**src/rtl/ticket_dispense_arbiter.sv**
```systemverilog
// ticket_dispense_arbiter
// Shares one ticket dispenser motor and one change-return chute between
// N_REQ ticket-machine front ends. It grants the mechanism round-robin,
// drives it for a fixed number of cycles and then pulses ack to the owner.
//
// Ports
//   clk       : clock, rising edge
//   clear     : asynchronous active-high reset
//   disp_req  : per-requester dispense request (level, held until ack)
//   rtn_req   : per-requester return request (level, held until ack)
//   grant     : one-hot owner of the mechanism, 0 when idle
//   grant_id  : binary index of the owner, 0 when idle
//   motor_on  : dispenser motor drive
//   coin_out  : change-return chute drive
//   ack       : one-cycle completion pulse to the owner
//   busy      : high whenever a service is in progress (not IDLE)
module ticket_dispense_arbiter #(
    parameter int unsigned N_REQ       = 4,
    parameter int unsigned DISP_CYCLES = 8,
    parameter int unsigned RTN_CYCLES  = 4
) (
    input  logic             clk,
    input  logic             clear,
    input  logic [N_REQ-1:0] disp_req,
    input  logic [N_REQ-1:0] rtn_req,
    output logic [N_REQ-1:0] grant,
    output logic [2:0]       grant_id,
    output logic             motor_on,
    output logic             coin_out,
    output logic [N_REQ-1:0] ack,
    output logic             busy
);

    localparam int unsigned IDX_W = (N_REQ > 1) ? $clog2(N_REQ) : 1;
    localparam int unsigned MAX_K = (DISP_CYCLES > RTN_CYCLES) ? DISP_CYCLES : RTN_CYCLES;
    localparam int unsigned CNT_W = (MAX_K > 1) ? $clog2(MAX_K) : 1;

    typedef enum logic [1:0] {
        ST_IDLE     = 2'd0,
        ST_DISPENSE = 2'd1,
        ST_RETURN   = 2'd2,
        ST_DONE     = 2'd3
    } state_e;

    state_e             state_q, state_d;
    logic [2:0]         owner_q, owner_d;
    logic [2:0]         ptr_q, ptr_d;
    logic [CNT_W-1:0]   cnt_q, cnt_d;

    logic [N_REQ-1:0]   grant_q, grant_d;
    logic [2:0]         grant_id_q, grant_id_d;
    logic               motor_on_q, motor_on_d;
    logic               coin_out_q, coin_out_d;
    logic [N_REQ-1:0]   ack_q, ack_d;
    logic               busy_q, busy_d;

    logic [N_REQ-1:0]   pending;
    logic               found;
    logic [2:0]         winner;

    assign pending = disp_req | rtn_req;

    // Round-robin search: first pending index starting at ptr, wrapping mod N_REQ.
    always_comb begin
        found  = 1'b0;
        winner = '0;
        for (int unsigned k = 0; k < N_REQ; k++) begin
            if (!found && pending[IDX_W'((32'(ptr_q) + k) % N_REQ)]) begin
                found  = 1'b1;
                winner = 3'((32'(ptr_q) + k) % N_REQ);
            end
        end
    end

    // Next-state logic; outputs are decoded from the next state so they leave flops.
    always_comb begin
        state_d = state_q;
        owner_d = owner_q;
        ptr_d   = ptr_q;
        cnt_d   = cnt_q;

        case (state_q)
            ST_IDLE: begin
                if (found) begin
                    owner_d = winner;
                    // Dispense wins over return for the same requester.
                    if (disp_req[IDX_W'(winner)]) begin
                        state_d = ST_DISPENSE;
                        cnt_d   = CNT_W'(DISP_CYCLES - 1);
                    end else begin
                        state_d = ST_RETURN;
                        cnt_d   = CNT_W'(RTN_CYCLES - 1);
                    end
                end
            end
            ST_DISPENSE, ST_RETURN: begin
                if (cnt_q == '0) begin
                    state_d = ST_DONE;
                end else begin
                    cnt_d = cnt_q - CNT_W'(1);
                end
            end
            ST_DONE: begin
                state_d = ST_IDLE;
                ptr_d   = (owner_q == 3'(N_REQ - 1)) ? 3'd0 : owner_q + 3'd1;
            end
            default: begin
                state_d = ST_IDLE;
            end
        endcase

        busy_d     = (state_d != ST_IDLE);
        grant_d    = busy_d ? (N_REQ'(1) << owner_d) : '0;
        grant_id_d = busy_d ? owner_d : 3'd0;
        motor_on_d = (state_d == ST_DISPENSE);
        coin_out_d = (state_d == ST_RETURN);
        ack_d      = (state_d == ST_DONE) ? (N_REQ'(1) << owner_d) : '0;
    end

    // State and output registers; clear aborts any service without an ack.
    always_ff @(posedge clk or posedge clear) begin
        if (clear) begin
            state_q    <= ST_IDLE;
            owner_q    <= '0;
            ptr_q      <= '0;
            cnt_q      <= '0;
            grant_q    <= '0;
            grant_id_q <= '0;
            motor_on_q <= 1'b0;
            coin_out_q <= 1'b0;
            ack_q      <= '0;
            busy_q     <= 1'b0;
        end else begin
            state_q    <= state_d;
            owner_q    <= owner_d;
            ptr_q      <= ptr_d;
            cnt_q      <= cnt_d;
            grant_q    <= grant_d;
            grant_id_q <= grant_id_d;
            motor_on_q <= motor_on_d;
            coin_out_q <= coin_out_d;
            ack_q      <= ack_d;
            busy_q     <= busy_d;
        end
    end

    assign grant    = grant_q;
    assign grant_id = grant_id_q;
    assign motor_on = motor_on_q;
    assign coin_out = coin_out_q;
    assign ack      = ack_q;
    assign busy     = busy_q;

endmodule

```
**config.mk**
```make
export PLATFORM = sky130hd
export DESIGN_NAME = ticket_dispense_arbiter
export DESIGN_NICKNAME = d
export VERILOG_FILES = /design/src/rtl/ticket_dispense_arbiter.sv
export SDC_FILE = /design/constraint.sdc
export NUM_CORES = 1
export LEC_CHECK = 0
export CAP_MARGIN = 30
export CORE_MARGIN = 2
export CORE_UTILIZATION = 55
export DETAILED_ROUTE_END_ITERATION = 16
export PLACE_DENSITY_LB_ADDON = 0.08
export SLEW_MARGIN = 20
export SYNTH_ARGS = -nofsm -noshare
export SYNTH_HDL_FRONTEND = slang
export SYNTH_SLANG_ARGS = --single-unit
```
**constraint.sdc**
```tcl
create_clock -name clk -period 4.53 [get_ports clk]
set_input_delay 0.6795 -clock clk [delete_from_list [all_inputs] [get_ports clk]]
set_output_delay 0.6795 -clock clk [all_outputs]
set_load 0.02 [all_outputs]
```
# Yosys cells after proc, flatten, opt, wreduce, memory -nomap -nowiden
# Index checks and enable logic that the tools add are counted.
[totals] in_bits=10 out_inout_bits=14 reg_bits=24 word_cells=75
[classes] muxes=32 shift=1 n_lt_le_gt_ge=5 addsub=5 n_eq_ne=9 bitwise_logic=1 n_reduce_logical=12
[ops] cell="two-way mux 3 bit" n=9
[ops] cell="< comparator 2 x 3 -> 1 bit (second input constant)" n=5
[ops] cell="binary-select mux 1 bit (select 2 bit)" n=5
[ops] cell="two-way mux 2 bit" n=5
[ops] cell="two-way mux 1 bit" n=9
[ops] cell="== test 2 bit (second input constant)" n=4
[ops] cell="two-way mux 4 bit" n=2
[ops] cell="case mux 2 bit (3 select lines)" n=1
[ops] cell="case mux 3 bit (2 select lines)" n=1
[ops] cell="adder 2 x 1 -> 2 bit (second input constant)" n=2
[ops] cell="adder 2 bit (second input constant)" n=2
[ops] cell="== test 2 x 1 -> 1 bit (second input constant)" n=2
[ops] cell="inequality test 2 bit (second input constant)" n=2
[ops] cell="OR 4 bit" n=1
[ops] cell="nonzero test 2 bit" n=2
[ops] cell="left shift 1 x 3 -> 4 bit (first input constant)" n=1
[ops] cell="== test 3 x 2 -> 1 bit (second input constant)" n=1
[ops] cell="logical AND 1 bit" n=3
[ops] cell="logical NOT 1 bit" n=3
[ops] cell="logical NOT 3 bit" n=1
[ops] cell="AND reduction 3 bit" n=1
[ops] cell="subtractor 3 x 1 -> 3 bit (second input constant)" n=1
[ops] cell="logical NOT 2 bit" n=1
[ops] cell="OR reduction 2 bit" n=1

# Longest topological paths before layout
# Gate-level depths: netlist (run 1).
[logic_depth] depth_word=20 mapped_depth=8 depth_no_buf=8

# Worst setup path before layout (run 1)
# Ideal clock, no wire load.
[synth_timing] path_type="in2reg" start="input port rtn_req[0]" end="register grant_id_q[1] (netlist: grant_id[1])" setup_time_ns=0.119 arrival_ns=1.854 required_ns=4.411 setup_slack_ns=2.557 path_stages=5 path_buffers=0 path_cell_list="nor4_1 > nand3_1 > o21a_1 > o32a_4 > and2_1"
[synth_between] elab_chain_cells=20 elab_cells_between_ends=32 classes_between="24 x mux; 1 x bitwise; 7 x reduce/logical"
[synth_rtl] element="start: declaration" line="25" text="input logic [N_REQ-1:0] rtn_req,"
[synth_rtl] element="OR 4 bit *" line="61" text="assign pending = disp_req | rtn_req;"
[synth_rtl] element="binary-select mux 1 bit (select 2 bit)" line="68" text="if (!found && pending[IDX_W'((32'(ptr_q) + k) % N_REQ)]) begin"
[synth_rtl] element="two-way mux 1 bit (not written as such)" line="68"
[synth_rtl] element="two-way mux 1 bit" line="68"
[synth_rtl] element="logical NOT 1 bit" line="68"
[synth_rtl] element="logical AND 1 bit" line="68"
[synth_rtl] element="two-way mux 1 bit" line="68"
[synth_rtl] element="logical NOT 1 bit" line="68"
[synth_rtl] element="[... 6 more ...]"
[synth_rtl] element="two-way mux 1 bit (not written as such)" line="87" text="if (disp_req[IDX_W'(winner)]) begin"
[synth_rtl] element="two-way mux 2 bit" line="87"
[synth_rtl] element="two-way mux 2 bit *" line="84" text="if (found) begin"
[synth_rtl] element="case mux 2 bit (3 select lines) *" line="82" text="case (state_q)"
[synth_rtl] element="nonzero test 2 bit *" line="112" text="busy_d = (state_d != ST_IDLE);"
[synth_rtl] element="net busy_d" line="55" text="logic busy_q, busy_d;"
[synth_rtl] element="two-way mux 3 bit *" line="114" text="grant_id_d = busy_d ? owner_d : 3'd0;"
[synth_rtl] element="net grant_id_d[1]" line="51" text="logic [2:0] grant_id_q, grant_id_d;"
[synth_rtl] element="end signal: assignment" line="139" text="grant_id_q <= grant_id_d;"
[synth_rtl] element="end: declaration" line="51"
# The timed path passes the listed nets; every way through them passes the cells marked *. The select of a mux whose other input is x is not followed.
# A chain may end at the register's enable or synchronous reset.

# Worst setup path in the final report (run 1)
[layout_timing] start="input port disp_req[0]" end="register grant_q[3] (netlist: grant[3])"
[layout_between] elab_chain_cells=20 elab_cells_between_ends=33 classes_between="1 x shift; 24 x mux; 1 x bitwise; 7 x reduce/logical"
[layout_rtl] element="start: declaration" line="24" text="input logic [N_REQ-1:0] disp_req,"
[layout_rtl] element="OR 4 bit" line="61"
[layout_rtl] element="binary-select mux 1 bit (select 2 bit)" line="68"
[layout_rtl] element="two-way mux 1 bit (not written as such)" line="68"
[layout_rtl] element="two-way mux 1 bit" line="68"
[layout_rtl] element="logical NOT 1 bit" line="68"
[layout_rtl] element="logical AND 1 bit" line="68"
[layout_rtl] element="two-way mux 1 bit" line="68"
[layout_rtl] element="logical NOT 1 bit" line="68"
[layout_rtl] element="[... 6 more ...]"
[layout_rtl] element="two-way mux 1 bit (not written as such)" line="87"
[layout_rtl] element="two-way mux 2 bit" line="87"
[layout_rtl] element="two-way mux 2 bit *" line="84"
[layout_rtl] element="case mux 2 bit (3 select lines) *" line="82"
[layout_rtl] element="nonzero test 2 bit *" line="112"
[layout_rtl] element="net busy_d" line="55"
[layout_rtl] element="two-way mux 4 bit *" line="113" text="grant_d = busy_d ? (N_REQ'(1) << owner_d) : '0;"
[layout_rtl] element="net grant_d[3]" line="50" text="logic [N_REQ-1:0] grant_q, grant_d;"
[layout_rtl] element="end signal: assignment" line="138" text="grant_q <= grant_d;"
[layout_rtl] element="end: declaration" line="50"
# Marked as above.

==> results of run 1 <==
## cell families (layout without fill, tap and decap cells)
family | count (synthesis) | count (layout) | share of synthesized area, %
AO/OA/AOI/OAI | 36 | 36 | 22.0
adder cells (fa/ha/maj) | 6 | 6 | 5.72
buffers and inverters | 13 | 36 | 4.07
flip-flops | 24 | 24 | 46.5
multiplexers | 3 | 3 | 2.52
AND/OR/NAND/NOR | 47 | 47 | 19.2
## report_power, final
| part | switching, W | internal, W | total [W] |
|---|---|---|---|
| logic | 0.000320 | 0.000276 | 0.000596 |
| registers | 0.0000636 | 0.000290 | 0.000354 |
| clock network | 0.0000594 | 0.0000310 | 0.0000904 |
## final timing paths
kind                                to  slack, ns
setup / recovery              grant[3]       2.18
hold / removal                cnt_q[0]       0.55
setup reg to reg                ack[3]       2.48
hold reg to reg               cnt_q[0]       0.55
max in group asynchronous     grant[0]       3.50
min in group asynchronous  grant_id[0]       0.61
## final cells by class
| class | count | area share [%] |
|---|---|---|
| clock buffer | 3 | 1.43 |
| inverter | 9 | 2.14 |
| multi-input combinational | 92 | 40.5 |
| sequential | 24 | 38.1 |
| tap | 28 | 2.22 |
| timing repair buffer | 24 | 15.6 |
## cell usage after synthesis, drive strengths merged
library cell	count
nor3b	3
o32a	2
nor3	2
o2bb2ai	1
dfrtp	24
o211a	1
nand3	4
clkbuf	1
nor2b	3
nand2	8
nand3b	1
o221a	1
a32oi	1
a21o	2
and2	3
o22ai	3
a2bb2oi	1
mux2i	1
a211oi	3
ha	5
mux2	2
nand2b	4
a31oi	1
a22o	1
a21oi	5
or3	1
o21a	4
o221ai	1
nand4	2
a21boi	1
buf	3
inv	9
nor4	2
maj3	1
nor2	13
or2	1
o21ai	7
a21bo	1
## state kept, by name (all words and copies together), names as in the netlist
signal and count:
grant 4, grant_id 3, owner_q 3, motor_on 1, ptr_q 2, coin_out 1, busy 1, state_q 2
ack 4, cnt_q 3
## routing by layer
layer  global-route usage (%)  wire (um)  vias to the layer above
met2                     33.3       1190                       37
met1                     22.4       1050                      487
met4                     7.69         31                        0
li1                         -          -                      510
met3                     4.29        140                        4
met5                        0          0                        -
## through the flow
step                      cell area [um2]  total power (W)  util (%)  instances  setup slack (ns)
after floorplan                      1290         0.000793         -        129              2.56
after global placement               1540         0.000935      69.5        176              1.90
after detailed placement             1540         0.000954      69.5        176              1.87
after CTS                            1560          0.00104      70.5        179              2.19
after global routing                 1580          0.00112      71.2        180              2.09
final                                1580          0.00104      71.2        180              2.18
==> impl_metrics.tcl, run 1 <==
set metrics [dict create \
    status "finished clean" \
    antenna_found_initial 0 \
    skew_ns 0.00981 \
    syn-instance-count 129 \
    drc 0 \
    synth_cell_types 43 \
    path_max_fanout 5 \
    yosysTopAreaCellShare_pct 46.5 \
    maxCapViolations 0 \
    syn_avg_cell_area_um2 10.0 \
    hold_slack_ns 0.546 \
    post_cts_resized 0 \
    cp.arrival_ns 2.55 \
    cp.depth 7 \
    grt_pass1_vias 975 \
    cts_made_buffers 3 \
    required_ns 4.73 \
    diodes 0 \
    rr_worst_depth 6 \
    rsz0062_at_grt "no" \
    ff_latch_area_um2 601 \
    synth_seq_area_share_pct 46.5 \
    wl_mm 2.41 \
    n_fill_cell 166 \
    io_buffers 23 \
    hold_viol 0 \
    cpPeakStageDelay_ns 0.51 \
    placementRows 17 \
    cp_cell_sequence "clkdlybuf4s50_1 > nor4_1 > nand3_1 > o21a_1 > o32a_4 > nand2_1 > nor2_1" \
    r2r_start "state_q[0]" \
    p_leak_nw 0.696 \
    finalSetupTns_ns 0 \
    htreeDepth 1 \
    syn_area_um2 1290 \
    fin_crit_sh_pct 52.0 \
    yosysTopAreaCell "dfrtp_1" \
    p_per_area_nw_per_um2 660 \
    grt_max_degree 25 \
    dieArea_um2 2750 \
    synth_seq_cells 24 \
    path_buf_inv 1 \
    insertion_delay_ns 0.31 \
    critPathLaunch "disp_req[0]" \
    gp_congestion 0.897 \
    mostFrequentLayoutCell "dfrtp_1" \
    max-slew-margin-rel_pct 64.7 \
    grt_use_total_pct 19.1 \
    ctsRootBufferMaster "clkbuf_4" \
    criticalPathCategory "input port to flop" \
    cp-start-kind "input port" \
    via_count 1038 \
    fin_nets 169 \
    die_h_um 52.5 \
    antenna_left 0 \
    post-dp-hpwl_mm 1.83 \
    tightest_slew_ns 0.524 \
    start_util_pct 58.4 \
    grt_pass1_wl_mm 3.91 \
    cts.sinks 24 \
    drv_slew 0 \
    io_pins 24 \
    drtPass1Iterations 4 \
    layout_min_cycle_time_ns 2.35 \
    drive_gt1_share_pct 9.21 \
    end_kind "flop" \
    clock_path_buffers 2 \
    drtIter0Drc 22 \
    yosysWarnings 0 \
    synth_fp_nets 144 \
    multi_input_area_um2 638 \
    core_area_um2 2210 \
    hold-path-cell-count 1 \
    hold_class "flop to flop" \
    ir_drop_uv 474 \
    routedWlPerCell_um 13.4 \
    cts_tree "done" \
    critPathTopFamily "simple AND/OR/NAND/NOR gates" \
    overflow 0 \
    critical-path-slowest-cell "nor4_1" \
    mostFrequentLayoutCells "24 x dfrtp_1, 23 x clkdlybuf4s50_1, 12 x nor2_1, 9 x inv_1, 8 x nand2_1" \
    min-delay-start "cnt_q[0]" \
    via_per_inst 5.77 \
    die_w_um 52.5 \
    hold_buffers 0 \
    ys_top_cells_by_area "dfrtp_1 47%, ha_1 4.8%, nor2_1 3.5%, o21ai_0 2.7%, inv_1 2.6%" \
    post_cts_buffers 0 \
    max_freq_ghz 0.425 \
    syn2layout_area_growth_pct 22.0 \
    clk_pin_slew_ns 0.13 \
    setup_viol 0 \
]
Power figures use the tool's default switching activity.
==> run 2: changes to the inputs <==
CORE_UTILIZATION = 46   (was 55)
clock period = 2.06 ns   (was 4.53 ns; I/O delays follow)
==> run 2 against run 1 <==
  * Via count up 5.2%
  * Final cell count up 13%
  * Register-to-register slack worse by 2.3 ns
  * Sequential share of layout area down 3.8 points
  * Critical path depth unchanged
  * Sequential cell count unchanged
  * First-iteration DRC count up 50%
  * Hold slack worse by 0.23 ns
  * Critical path type unchanged
  * Critical endpoint is now motor_on
  * Highest routed layer unchanged
==> impl_metrics.tcl, run 2 (synthesis gave the netlist of run 1 again) <==
set metrics [dict create \
    htreeDepth 1 \
    drive_gt1_share_pct 20.9 \
    cts_made_buffers 3 \
    grt_pass1_vias 1055 \
    cp.arrival_ns 2.17 \
    pwr-share-seq_pct 29.7 \
    comb_power_share_pct 57.5 \
    diodes 0 \
    rsz0062_at_grt "no" \
    skew_ns 0.00904 \
    cpPeakStageDelay_ns 0.45 \
    cts.sinks 24 \
    status "finished clean" \
    io_buffers 23 \
    ir_drop_uv 1000 \
    io_pins 24 \
    grt_pass1_wl_mm 4.79 \
    cp-start-kind "input port" \
    drtPass1Iterations 4 \
    grt_max_degree 25 \
    setup_viol 0 \
    dieArea_um2 3250 \
    hold_viol 0 \
    ff_latch_area_um2 602 \
    mostFrequentLayoutCells "23 x dfrtp_1, 23 x clkdlybuf4s50_1, 20 x buf_4, 12 x nor2_1, 9 x inv_1" \
    p_per_area_nw_per_um2 1500 \
    p_int_w 0.00159 \
    wl_mm 2.74 \
    hold_class "input port to async pin" \
    max-slew-margin-rel_pct 77.7 \
    syn2layout_area_growth_pct 35.7 \
    required_ns 2.28 \
    drtIter0Drc 33 \
    path_max_fanout 3 \
    cp_cell_sequence "clkdlybuf4s50_1 > buf_4 > nor2_1 > o21ai_0 > a21oi_1 > mux2_2 > a211oi_1" \
    ctsRootBufferMaster "clkbuf_4" \
    criticalPathCategory "input port to flop" \
    routedWlPerCell_um 13.5 \
    via_per_inst 5.38 \
    gp_congestion 0.885 \
    start_util_pct 47.6 \
    max_freq_ghz 0.513 \
    hold_buffers 0 \
    antenna_found_initial 0 \
    drv_slew 0 \
    grt_use_total_pct 18.7 \
    overflow 0 \
    core_area_um2 2710 \
    path_buf_inv 2 \
    drc 0 \
    layout_min_cycle_time_ns 1.95 \
    multi_input_area_um2 644 \
    clk_pin_slew_ns 0.14 \
    critical-path-slowest-cell "clkdlybuf4s50_1" \
    r2r_start "ptr_q[0]" \
    clockPowerShare_pct 12.8 \
    rr_endpoint "motor_on" \
    tightest_slew_ns 0.335 \
    p_switching_w 0.00104 \
    end_kind "flop" \
    insertion_delay_ns 0.31 \
    clock_path_buffers 2 \
    cts_tree "done" \
    n_fill_cell 228 \
    p_leak_nw 0.800 \
    fin_crit_sh_pct 94.6 \
    die_h_um 57.0 \
    post-dp-hpwl_mm 2.12 \
    fin_nets 188 \
    via_count 1092 \
    placementRows 19 \
    die_w_um 57.0 \
    sw_frac_of_total_pct 39.6 \
    r2r_slack_ns 0.17 \
    hold_slack_ns 0.319 \
    rr_worst_depth 5 \
    antenna_left 0 \
    fin_util_pct 64.6 \
    maxCapViolations 0 \
    critPathTopFamily "compound AO/OA/AOI/OAI gates" \
]
## run 2: through the flow
stage                     area [um2]  TNS [ns]  power [W]  setup slack (ns)  cells
final                           1750         0    0.00263             0.111    203
after global placement          1690     -1.34    0.00226            -0.205    199
after global routing            1750         0    0.00284            0.0121    203
after CTS                       1740         0    0.00265            0.0592    203
after detailed placement        1690     -1.92    0.00230            -0.191    199
after floorplan                 1290         0    0.00174             0.273    129
## run 2: routing by layer
metal  up-vias  GRT usage, %  routed length, um
met1       517          25.4               1260
met4         0          4.98                 17
li1        548             -                  -
met3         2          2.72                107
met2        25          31.7               1350
met5         -             0                  0
## run 2: layout make-up
type	count	share of cell area, %
Multi-Input combinational cell	92	36.8
Sequential cell	24	34.4
Timing Repair Buffer	43	21.7
Tap cell	31	2.21
Inverter	9	1.93
Clock inverter	1	1.71
Clock buffer	3	1.29
## run 2: tightest hold or removal path: stages
cell	delay [ns]
clkdlybuf4s50_1	0.39
inv_1	0.05
buf_4	0.29
## run 2: worst max path at each step
stage,startpoint,to,depth (start not counted)
after global routing,disp_req[0],motor_on,7
after global placement,disp_req[2],motor_on,7
after CTS,ptr_q[0],motor_on,5
after floorplan,state_q[1],ack[3],7
after detailed placement,disp_req[0],motor_on,7
final,disp_req[0],motor_on,7
## run 2: power by group through the flow
stage | sequential [W] | combinational (W) | clock (W)
4_1_cts | 0.000779 | 0.00152 | 0.000347
3_3_place_gp | 0.000784 | 0.00147 | 0
2_1_floorplan | 0.000822 | 0.000923 | 0
6_report | 0.000781 | 0.00151 | 0.000337
3_5_place_dp | 0.000790 | 0.00151 | 0
5_1_grt | 0.000807 | 0.00167 | 0.000360
## run 2: repair_timing
item	CTS	global route
endpoints found under the setup margin	0	2
setup buffers	0	0
gates resized for setup	0	3
